File: src/rtl/arbitre_mux_8bitx2_pkg.sv
// Shared definitions for the two-source arbiters: owner-state encodings,
// source codes and the counter width used for burst tracking.
package arbitre_mux_8bitx2_pkg;

  typedef enum logic [1:0] {
    IDLE  = 2'b00,
    OWN_A = 2'b01,
    OWN_B = 2'b10
  } arbState_e;

  localparam logic SRC_A = 1'b0;
  localparam logic SRC_B = 1'b1;

  localparam int CNT_W = 3;

  // Owner state that corresponds to a given source code.
  function automatic arbState_e ownerState(input logic src);
    return (src == SRC_B) ? OWN_B : OWN_A;
  endfunction

endpackage

File: src/rtl/multiplexeur_8bitx2.sv
// 8-bit two-input multiplexer; select uses the shared source codes.
module multiplexeur_8bitx2
  import arbitre_mux_8bitx2_pkg::*;
(
  input  logic       sel,
  input  logic [7:0] a,
  input  logic [7:0] b,
  output logic [7:0] y
);

  assign y = (sel == SRC_B) ? b : a;

endmodule

File: src/rtl/arbitre_mux_8bitx2.sv
// Two-source arbiter feeding a single registered output word. A source may
// keep ownership for up to BURST consecutive grants while the other source
// is also requesting; after that the grant alternates.
module arbitre_mux_8bitx2
  import arbitre_mux_8bitx2_pkg::*;
#(
  parameter int BURST = 2
) (
  input  logic       clk,
  input  logic       rst_n,
  input  logic       req_a,
  input  logic       req_b,
  input  logic [7:0] data_a,
  input  logic [7:0] data_b,
  output logic       ack_a,
  output logic       ack_b,
  output logic       out_valid,
  output logic [7:0] out_data,
  input  logic       out_ready,
  output logic       out_src
);

  localparam logic [CNT_W-1:0] BURST_C = CNT_W'(BURST);

  arbState_e        state_q, state_d;
  logic [CNT_W-1:0] cnt_q, cnt_d;
  logic             last_q, last_d;
  logic             outValid_q, outValid_d;
  logic [7:0]       outData_q, outData_d;
  logic             outSrc_q, outSrc_d;

  logic             load;
  logic             stall;
  logic             winner;
  logic [7:0]       muxData;

  // A full register that the consumer is not taking freezes everything.
  assign stall = outValid_q & ~out_ready;
  assign load  = (~outValid_q | out_ready) & (req_a | req_b);

  // Acks are gated by reset so a requester never sees a strobe while held in reset.
  assign ack_a = rst_n & load & (winner == SRC_A);
  assign ack_b = rst_n & load & (winner == SRC_B);

  assign out_valid = outValid_q;
  assign out_data  = outData_q;
  assign out_src   = outSrc_q;

  multiplexeur_8bitx2 u_mux (
    .sel (winner),
    .a   (data_a),
    .b   (data_b),
    .y   (muxData)
  );

  // Winner: a lone requester wins; on a tie the owner keeps it until its burst is used up, then the other side gets it.
  always_comb begin
    winner = ~last_q;
    if (req_a && !req_b) begin
      winner = SRC_A;
    end else if (req_b && !req_a) begin
      winner = SRC_B;
    end else if (state_q == OWN_A && cnt_q < BURST_C) begin
      winner = SRC_A;
    end else if (state_q == OWN_B && cnt_q < BURST_C) begin
      winner = SRC_B;
    end
  end

  // Ownership, burst count and last-winner update; the count saturates at BURST.
  always_comb begin
    state_d = state_q;
    cnt_d   = cnt_q;
    last_d  = last_q;
    if (load) begin
      state_d = ownerState(winner);
      last_d  = winner;
      if (state_q == ownerState(winner)) begin
        cnt_d = (cnt_q >= BURST_C) ? cnt_q : cnt_q + 1'b1;
      end else begin
        cnt_d = 1;
      end
    end else if (!req_a && !req_b && !stall) begin
      state_d = IDLE;
      cnt_d   = '0;
    end
  end

  // Output register: load the selected word, or empty it once it has been taken.
  always_comb begin
    outValid_d = outValid_q;
    outData_d  = outData_q;
    outSrc_d   = outSrc_q;
    if (load) begin
      outValid_d = 1'b1;
      outData_d  = muxData;
      outSrc_d   = winner;
    end else if (outValid_q && out_ready) begin
      outValid_d = 1'b0;
    end
  end

  // State and output registers; reset leaves last = B so A wins the first tie.
  always_ff @(posedge clk or negedge rst_n) begin
    if (!rst_n) begin
      state_q    <= IDLE;
      cnt_q      <= '0;
      last_q     <= SRC_B;
      outValid_q <= 1'b0;
      outData_q  <= 8'd0;
      outSrc_q   <= SRC_A;
    end else begin
      state_q    <= state_d;
      cnt_q      <= cnt_d;
      last_q     <= last_d;
      outValid_q <= outValid_d;
      outData_q  <= outData_d;
      outSrc_q   <= outSrc_d;
    end
  end

endmodule
File: config.mk
export PLATFORM = sky130hd
export DESIGN_NAME = arbitre_mux_8bitx2
export DESIGN_NICKNAME = d
export VERILOG_FILES = /design/src/rtl/arbitre_mux_8bitx2_pkg.sv /design/src/rtl/multiplexeur_8bitx2.sv /design/src/rtl/arbitre_mux_8bitx2.sv
export SDC_FILE = /design/constraint.sdc
export NUM_CORES = 1
export LEC_CHECK = 0
export ABC_AREA = 1
export CAP_MARGIN = 10
export CORE_MARGIN = 4
export CORE_UTILIZATION = 42
export DETAILED_ROUTE_END_ITERATION = 10
export PLACE_DENSITY = 0.8
export SYNTH_ARGS = -nofsm -noshare
export SYNTH_HDL_FRONTEND = slang
export SYNTH_SLANG_ARGS = --single-unit
File: constraint.sdc
create_clock -name clk -period 1.6 [get_ports clk]
set_clock_uncertainty 0.15 [all_clocks]
set_input_delay 0.32 -clock clk [delete_from_list [all_inputs] [get_ports clk]]
set_output_delay 0.32 -clock clk [all_outputs]
set_load 0.005 [all_outputs]
==> impl.org <==
** Timing
- Relative slew slack :: 0.829
- Setup violation total in the final timing report :: 5
- Setup repair after global routing could not meet its margin everywhere.
- Maximum achievable frequency :: 513 MHz
- In the finished design, the share of the clock period the worst path needs comes to 1.22.
- Post-layout minimum cycle time :: slightly below 2 ns
- Number of hold violations in the final report :: 0
- The max-slew violation count is 0.
- Setup slack on the critical path of the routed design comes to -0.348 ns.
- Transition time at the pin with the least slew margin :: between 0.2 and 0.3 ns

** Critical path
- Critical setup path kind :: flop to output port
- For this design, the slowest cell found on the critical path is dfrtp_1.
- Critical Path End Type :: output port
- At the worst endpoint, the required time is between 1 and 1.5 ns.
- Cell mode on critical path :: nand2_2
- Traced cell by cell, the critical path runs through inv_2 > nor2_4 > a21oi_2 > nand2_2 > nand2_4 > nand2_2 > nor2_1 > buf_2.
- The largest single stage delay on the critical path is roughly 0.43 ns.
- Arrival time worst endpoint :: about 1.5 ns
- The worst setup path is launched from a flop.
- In this run the worst path has a maximum fanout of 3.

** Finish
- Ratio of cells with drive above 1 in the final layout :: 0.339
- Antenna fix cells :: 0
- Once layout is complete, the cells apart from fillers number just under 200.
- Compared with the post-synthesis result, the final layout area differs by 70.8%.
- Nets :: ~190
- Fillers :: 152
- Final core occ :: 0.753

** Global routing
- The number of antenna violations at the first check in global routing came to 0.
- Summed over all layers, the global routing overflow is 0.
- The first global-routing pass estimated 3750 microns of wire.
- The number of global-route vias before repair came to a little over 900.
- Global router's overall resource usage :: 0.186
- Entering global routing, the biggest net connects 17 pins.

** Yosys
- Summed over all instances, the cell type with the most area after synthesis is dfrtp_1.
- Most repeated cell in the gate-level netlist after synthesis :: nand2_1
- Post-Syn Area :: 856 sq um
- The Yosys step of the flow raised 0 warnings.
- Synthesis produced a netlist whose cell count is about 110.
- Number of library cell types mapped by synthesis :: 19
- Async set-reset flop share out of synthesis :: 1.00
- Counting flops and latches in the post-synthesis netlist gives 16.
- List of most frequent post-synthesis cells :: nand2_1 (40), dfrtp_1 (15), nand3_1 (13)
- Fraction of the yosys area taken by sequential cells :: 0.469
- Synthesis produced a netlist with a net count of ~130.
- Share of the synthesized area in the top cell type :: 0.439
- Synthesized area per cell :: just under 8 sq um
- Synth top area cells :: dfrtp_1 (44%), nand2_1 (18%), nand3_1 (7.6%), inv_1 (4.8%), nor2_1 (3.5%)
- For this run, the leading register cell type out of synthesis is dfrtp_1.
- Number of enable flip-flop cells after synthesis :: 0

** Floorplanning
- The floorplan step defined a core boundary enclosing about 0.0019 sq mm.
- Number of I/O pins :: 33
- Horizontal extent of the die :: 53.1 microns
- Row count :: 16
- Starting density of the core :: 0.441
- The die is between 50 and 60 microns tall.
- The die covers between 0.002 and 0.003 sq mm.

** Place
- Summed over all nets, the half-perimeter wirelength after detailed placement is around 1700 microns.
- During placement, the flow inserted port buffers numbering 32.
- Placed Cells incl. Taps :: about 180
- Before CTS, the worst setup slack after placement is -0.777 ns.
- At the end of routability-driven placement, the weighted congestion stood at between 0.8 and 0.9.

** Power and ir drop
- Proportion of power drawn by combinational gates :: 0.518
- The internal portion of the total power is 1.09 mW.
- In this run the static leakage power is 0.747 nW.
- Clock network fraction of design power :: 0.134
- VDD sags by at most just over 0.9 mV.
- Switching portion of total power :: 0.383
- Power, Total :: about 1.8 mW
- Of the total power, registers draw 0.348.
- Power density over the cells :: about 1200 mW/mm^2
- Summed over all nets, the switching power comes to between 0.6 and 0.7 mW.

** Route
- Remaining DRCs :: 0
- Drt first pass iters :: 4
- Sum of routed wire length over all layers :: approximately 2400 microns
- Via count of the routed design :: approximately 910
- After the first detailed-routing iteration, the DRC count stood at 19.
- Dividing the detail-routed via count by the number of cells gives between 4 and 5.
- Dividing the detail-routed wire length by the instance count gives between 10 and 15 microns.
- ANT nets after route :: 0

** CTS
- Clock-pin slew was measured on the worst setup and hold paths at ~0.10 ns.
- Clock tree root driver cell :: clkbuf_4
- TritonCTS built the clock tree.
- Clock tree synthesis inserted a total of 3 buffers.
- Clock tree buffer depth :: 2
- CTS saw 16 sinks.
- Clock H-tree levels :: 1
- At the later pin of the worst-skew pair, clock insertion delay measures 0.30 ns.

** Run status
- The run finished, with violations left.
- The final reports fail on setup timing.

** Flow run
- Across the run, the number of max-cap violations was 0.

** Hold path
- The tightest min-delay check is of the input port to asynchronous set/reset pin type.
==> power by group through the flow <==
stage               registers, mW  clock network [mW]  logic, mW
floorplan                   0.606                   0      0.343
global placement            0.598                   0      0.726
detailed placement          0.604                   0      0.753
CTS                         0.596               0.235      0.786
global route                0.631               0.262      0.996
finish                      0.614               0.236      0.912
==> repair_timing <==
action / in CTS / in global routing
resized for setup: 27 / 13
hold buffers: 0 / 0
pin swaps: 9 / 11
setup buffers: 6 / 6
endpoints found under the setup margin: 18 / 13
==> worst max-delay path: cells and delay by family (launching register included) <==
family                 cells  cell delay [ns]
AO/OA/AOI/OAI              1             0.16
buffers and inverters      2             0.22
flip-flops                 1             0.43
AND/OR/NAND/NOR            5             0.38
==> sequential cells by signal, summed over array words and instances (netlist names) <==
name,flops
last_q,1
cnt_q,3
out_src,1
out_valid,1
out_data,8
state_q,2
==> cell families (layout without fill, tap and decap cells) <==
logic type	Yosys count	after routing	synth area share
adders and majority gates	2	2	0.0292
AOI/OAI and AO/OA	4	4	0.0322
buffers and inverters	15	75	0.0672
DFF	16	16	0.469
xor gates and xnor gates	1	1	0.0102
and+or+nand+nor	70	70	0.392
==> area by class of cell <==
class | count | area (sq um) | share of cell area
timing repair buffer | 57 | 483 | 0.330
tap | 27 | 33.8 | 0.0231
multi-input combinational | 77 | 459 | 0.314
inverter | 14 | 57.6 | 0.0394
clock buffer | 4 | 26.3 | 0.0180
sequential | 16 | 402 | 0.275
==> layout by cell type, fill, tap and decap left out, drive strengths merged, types with 3 or more instances in the layout <==
master / synthesis / layout
nand2: 45 / 45
buf: 1 / 27
clkdlybuf4s50: 0 / 18
dfrtp: 15 / 15
nand3: 14 / 14
inv: 14 / 14
dlygate4sd2: 0 / 12
nor2: 10 / 10
clkbuf: 0 / 4
o21ai: 3 / 3
==> layer usage <==
metal / share of wire / global-route usage / routed length [microns]
met4: 0.014 / 0.0766 / 34
met3: 0.062 / 0.0535 / 152
met1: 0.39 / 0.193 / 946
met2: 0.54 / 0.343 / 1310
met5: 0 / 0 / 0
==> metrics by stage <==
stage | area, sq um | hold WS (ns) | TNS (ns)
floorplan | 856 | -0.126 | 0
global placement | 1320 | 0.310 | -5.01
detailed placement | 1320 | 0.318 | -5.62
CTS | 1380 | 0.232 | -0.881
global route | 1460 | 0.232 | -2.16
finish | 1460 | 0.223 | -1.52
==> worst paths after layout <==
kind                                  from    endpoint  slack, ns  cells after the start
min in group clk                    last_q      last_q       0.33                      2
max in group asynchronous            rst_n      last_q       0.83                      2
worst max-delay path            state_q[0]       ack_b      -0.35                      8
worst min register to register      last_q      last_q       0.33                      2
worst max register to register  state_q[0]    cnt_q[0]      -0.30                     13
worst min-delay path                 rst_n  state_q[0]       0.22                      2
Note: power is estimated with default switching activity, not from simulation.
==> RTL edit 1: new RTL, same settings <==
`CNT_W`: 3 -> 6.
--- a/src/rtl/arbitre_mux_8bitx2_pkg.sv
+++ b/src/rtl/arbitre_mux_8bitx2_pkg.sv
@@ -12,5 +12,5 @@
   localparam logic SRC_B = 1'b1;
 
-  localparam int CNT_W = 3;
+  localparam int CNT_W = 6;
 
   // Owner state that corresponds to a given source code.
Function: same outputs for any inputs over 10 cycles, from zero or initial values and one cycle with rst_n low; that may be too few to reach the edited logic, so the function may still have changed.
==> RTL edit 1 against the unedited design <==
The flow still finishes with violations (setup timing); total power increased by 0.30%; routed wire length increased by 3.3%; non-clock buffer count unchanged; design area increased by 6.4%; sequential cell count increased by 3; worst setup slack got worse by 0.23 ns; first-iteration DRC count decreased by 63%; synthesized area increased by 12%.
==> RTL edit 1: results (changes against the unedited design) <==
** Logic synthesis
- In the post-synthesis netlist, the biggest area contributors are dfrtp_1 (47%), nand2_1 (15%), nand3_1 (7.3%), inv_1 (3.9%), nor2_1 (3.9%).
- The netlist area before placement came to 962 um^2 (+12%).
- The net count of the mapped netlist came to 140 (+6.9%).

** Global route
- Largest net degree at the start of global routing :: 20 (+3)
- The global-route wire length before repair is 4.30 mm (+15%).

** STA
- Worst Slack Setup Final :: -0.579 ns (-0.231 ns)
- Relative max-transition margin :: 82.0% (-0.87 points)
- The worst hold margin is 0.230 ns (+0.00672 ns).
- The setup violation total in the final timing report was 18 (+13).

** Cells and area
- The ratio of cells with drive above 1 in the final layout is 32.2% (-1.7 points).
- The non-clock buffer area fraction after layout is 31.7% (-1.4 points).
- The total number of multi-input combinational cells was 82 (+6.5%).
- The total area of multi-input combinational cells is 457 um^2 (-0.54%).
- The count of non-CTS inverters in the layout was 15 (+1).
- The total of clock buffers placed in the layout was 3 (-1).

** Power
- The maximum vdd drop was 0.620 mV (-33%).
- The static power due to leakage was 0.804 nW (+7.6%).

** Critical path
- Worst R2R Setup Slack :: -0.36 ns (-0.06 ns)
- The worst register-to-register path begins at cnt_q[4].
- The worst path arrival time came to 1.71 ns (+0.23 ns).
- The cell family contributing the most delay on the critical path is simple AND/OR/NAND/NOR gates.

** Placement
- The final weighted congestion in routability-driven placement was 0.807 (+0.37%).
- Placed Cells :: 194 (+7.2%)

** Routing
- Average routed wire per standard cell :: 12.3 um (-1.8%)
- Drt via density :: 4.80 (+2.6%)

** Outcome
- Failing checks :: setup timing
- Run status :: finished, violations left
==> RTL edit 1: cell count changes in the layout (fill, tap and decap cells not counted), moves of 2 or more <==
cell	before	now
nor2_1	3	7
nor2_2	2	6
nor2_4	5	1
dfrtp_1	15	18
buf_4	25	23
buf_6	0	2
clkdlybuf4s50_1	18	20
dlygate4sd2_1	12	10
inv_1	8	10
inv_2	5	3
nand2_2	5	3
o21ai_0	2	0
o21ai_1	0	2
==> RTL edit 1: logic make-up (layout without fill, tap and decap cells) <==
group	Yosys count	in the layout	synth area share (%)
buffers and inverters	16	76	6.24
flip-flops	19	19	49.5
adder cells (fa/ha/maj)	2	2	2.60
AO/OA/AOI/OAI	4	4	2.47
XOR/XNOR	1	1	0.910
AND/OR/NAND/NOR	75	75	38.2
==> RTL edit 1: layer usage <==
metal / wire length (um) / track usage, % / up-vias
met5: 0 / 0 / -
met4: 14 / 3.39 / 0
met3: 177 / 4.87 / 4
met2: 1380 / 32.1 / 27
met1: 958 / 18.5 / 471
li1: - / - / 481
==> RTL edit 1: power by group <==
part           internal [W]  total (W)  switching [W]
Sequential         0.000603   0.000677      0.0000738
Combinational      0.000447   0.000859       0.000413
Clock             0.0000927   0.000230       0.000137
Total               0.00114    0.00177       0.000624
==> RTL edit 1: what timing repair did <==
item	CTS	global route
hold endpoints to repair	0	0
endpoints found under the setup margin	26	20
buffers inserted	7	1
pin swaps	13	8
resized for setup	24	8
==> RTL edit 1: worst register-to-register path, cell delays in order, from the launching register on <==
cell     delay (ns)
dfrtp_1        0.42
nor2_2         0.16
nand3_2        0.10
buf_4          0.15
o21ai_2        0.13
nand2_2        0.09
buf_4          0.13
buf_4          0.13
nand3_4        0.07
nand4_4        0.11
nand2_4        0.13
nand2_1        0.07
nand2_1        0.07
==> RTL edit 2: new RTL, config.mk and constraints unchanged <==
Made on the original files. Make the reset (`rst_n`) synchronous in one clocked block.
--- a/src/rtl/arbitre_mux_8bitx2.sv
+++ b/src/rtl/arbitre_mux_8bitx2.sv
@@ -102,5 +102,5 @@
 
   // State and output registers; reset leaves last = B so A wins the first tie.
-  always_ff @(posedge clk or negedge rst_n) begin
+  always_ff @(posedge clk) begin
     if (!rst_n) begin
       state_q    <= IDLE;
Function: differs if rst_n is asserted again (counterexample within 4 cycles, from zero or initial values and one cycle with rst_n low); with rst_n held inactive, the same outputs for 10 cycles.
==> RTL edit 2 against the unedited design <==
Register-to-register slack improved by 0.25 ns; design area increased by 2.1%; critical path depth increased by 1; routed wire length increased by 7.6%; the flow still finishes with violations (setup timing); utilization increased by 0.83 points; synthesized cell count increased by 3.7%; synthesized area increased by 1.2%; sequential cell count unchanged; highest routed layer unchanged; worst setup slack improved by 0.14 ns.
Power is not compared: it rests on default switching activity, and its combinational part moved more than twofold at a synthesized area within 25%.
==> RTL edit 2: results (changes against the unedited design) <==
** CTS
- The latest clock arrival within the worst-skew pair came to 0.28 ns (-0.02 ns).
- Count of instances resized after the clock tree is built :: 32 (+19%)
- Post-CTS Setup Inserts :: 10 (+4)

** Routing
- Initial detailed-routing violation count :: 13 (-6)
- Met3 wire length :: 186 um (+22%)
- Via count :: 979 (+7.5%)
- Met2 WL :: 1.38 mm (+5.1%)

** Logic synthesis
- Average cell area after synthesis :: 7.73 um^2 (-2.4%)
- Number of nets produced by synthesis :: 135 (+3.1%)
- Sequential element share of the synthesized area :: 37.0% (-9.9 points)
- Share of flip-flops with an asynchronous set or reset after synthesis :: 0% (-100 points)

** Placement
- The placed cell area came to 1340 um^2 (+1.7%).
- Placement-stage worst setup slack :: -0.765 ns (+0.0119 ns)
- Final HPWL from detailed placement :: 1.79 mm (+5.9%)
- The final weighted congestion in routability-driven placement is 0.872 (+8.4%).

** Cells and area
- Sequential cell area :: 332 um^2 (-17%)
- The buffer count excluding the clock tree in the final layout is 58 (+1.8%).
- The count of non-CTS inverters in the layout came to 15 (+1).
- The post-route standard cell area excluding fillers came to 1490 um^2 (+2.1%).
- Clock tree cell share of total cell area :: 2.43% (+0.63 points)
- Seq_cells :: 16 (unchanged)
- Multi-input comb cells :: 81 (+5.2%)

** STA
- The setup violation total in the final timing report was 3 (-2).
- Worst Slack Setup Final :: -0.208 ns (+0.140 ns)
- Relative max-transition margin :: 84.2% (+1.4 points)

** Outcome
- The run finished, with violations left.
- Failing checks :: setup timing

** Critical path
- Largest stage delay on the critical path :: 0.35 ns (-0.08 ns)
- The reg2reg setup slack was -0.05 ns (+0.25 ns).
- Critical Path Slowest Stage Cell :: dfxtp_2
- CP Data Arrival Time :: 1.34 ns (-0.14 ns)
- In this run the critical register-to-register path is launched from state_q[0].
- The worst-path maximum fanout is 4 (+1).
- Reg-to-Reg End :: cnt_q[1]

** Global route
- Largest net degree at the start of global routing :: 10 (-7)
- The global-route wire length before repair came to 4.11 mm (+9.4%).
- GRT met1 Usage :: 21.0% (+1.7 points)
- The overall global routing resource usage came to 20.2% (+1.6 points).
- Number of global-route vias before repair :: 991 (+8.2%)
- The met3 routing resource usage after global routing came to 4.79% (-0.56 points).
- Met2 usage :: 37.6% (+3.3 points)
RTL edit 2: changes by cell type in the layout (fill, tap and decap cells not counted), moves of 3 or more:
cell / delta
o211ai_1: +7
or2_1: +7
dfrtp_1: -15
dlymetal6s2s_1: +5
dfxtp_2: +9
dfxtp_1: +7
dlygate4sd2_1: -4
nand2_1: -10
nor2_1: +3
nand3_1: -8
RTL edit 2: kinds of logic (layout without fill, tap and decap cells):
group | count (synthesis) | count (layout) | share of synthesized area (%)
fa+ha+maj | 2 | 2 | 2.89
flops | 16 | 16 | 37.0
buf+inv | 15 | 77 | 6.79
xor+xnor | 1 | 1 | 1.01
compound gates | 14 | 14 | 11.0
simple gates | 64 | 64 | 41.3
RTL edit 2: worst max path at each step:
stage,to,slack (ns),startpoint,depth (start not counted)
floorplan,ack_b,0.15,out_valid,7
global placement,ack_a,-0.70,req_a,10
detailed placement,ack_a,-0.77,req_a,10
CTS,ack_a,-0.20,cnt_q[1],9
global route,ack_a,-0.30,state_q[0],9
finish,ack_a,-0.21,cnt_q[1],9
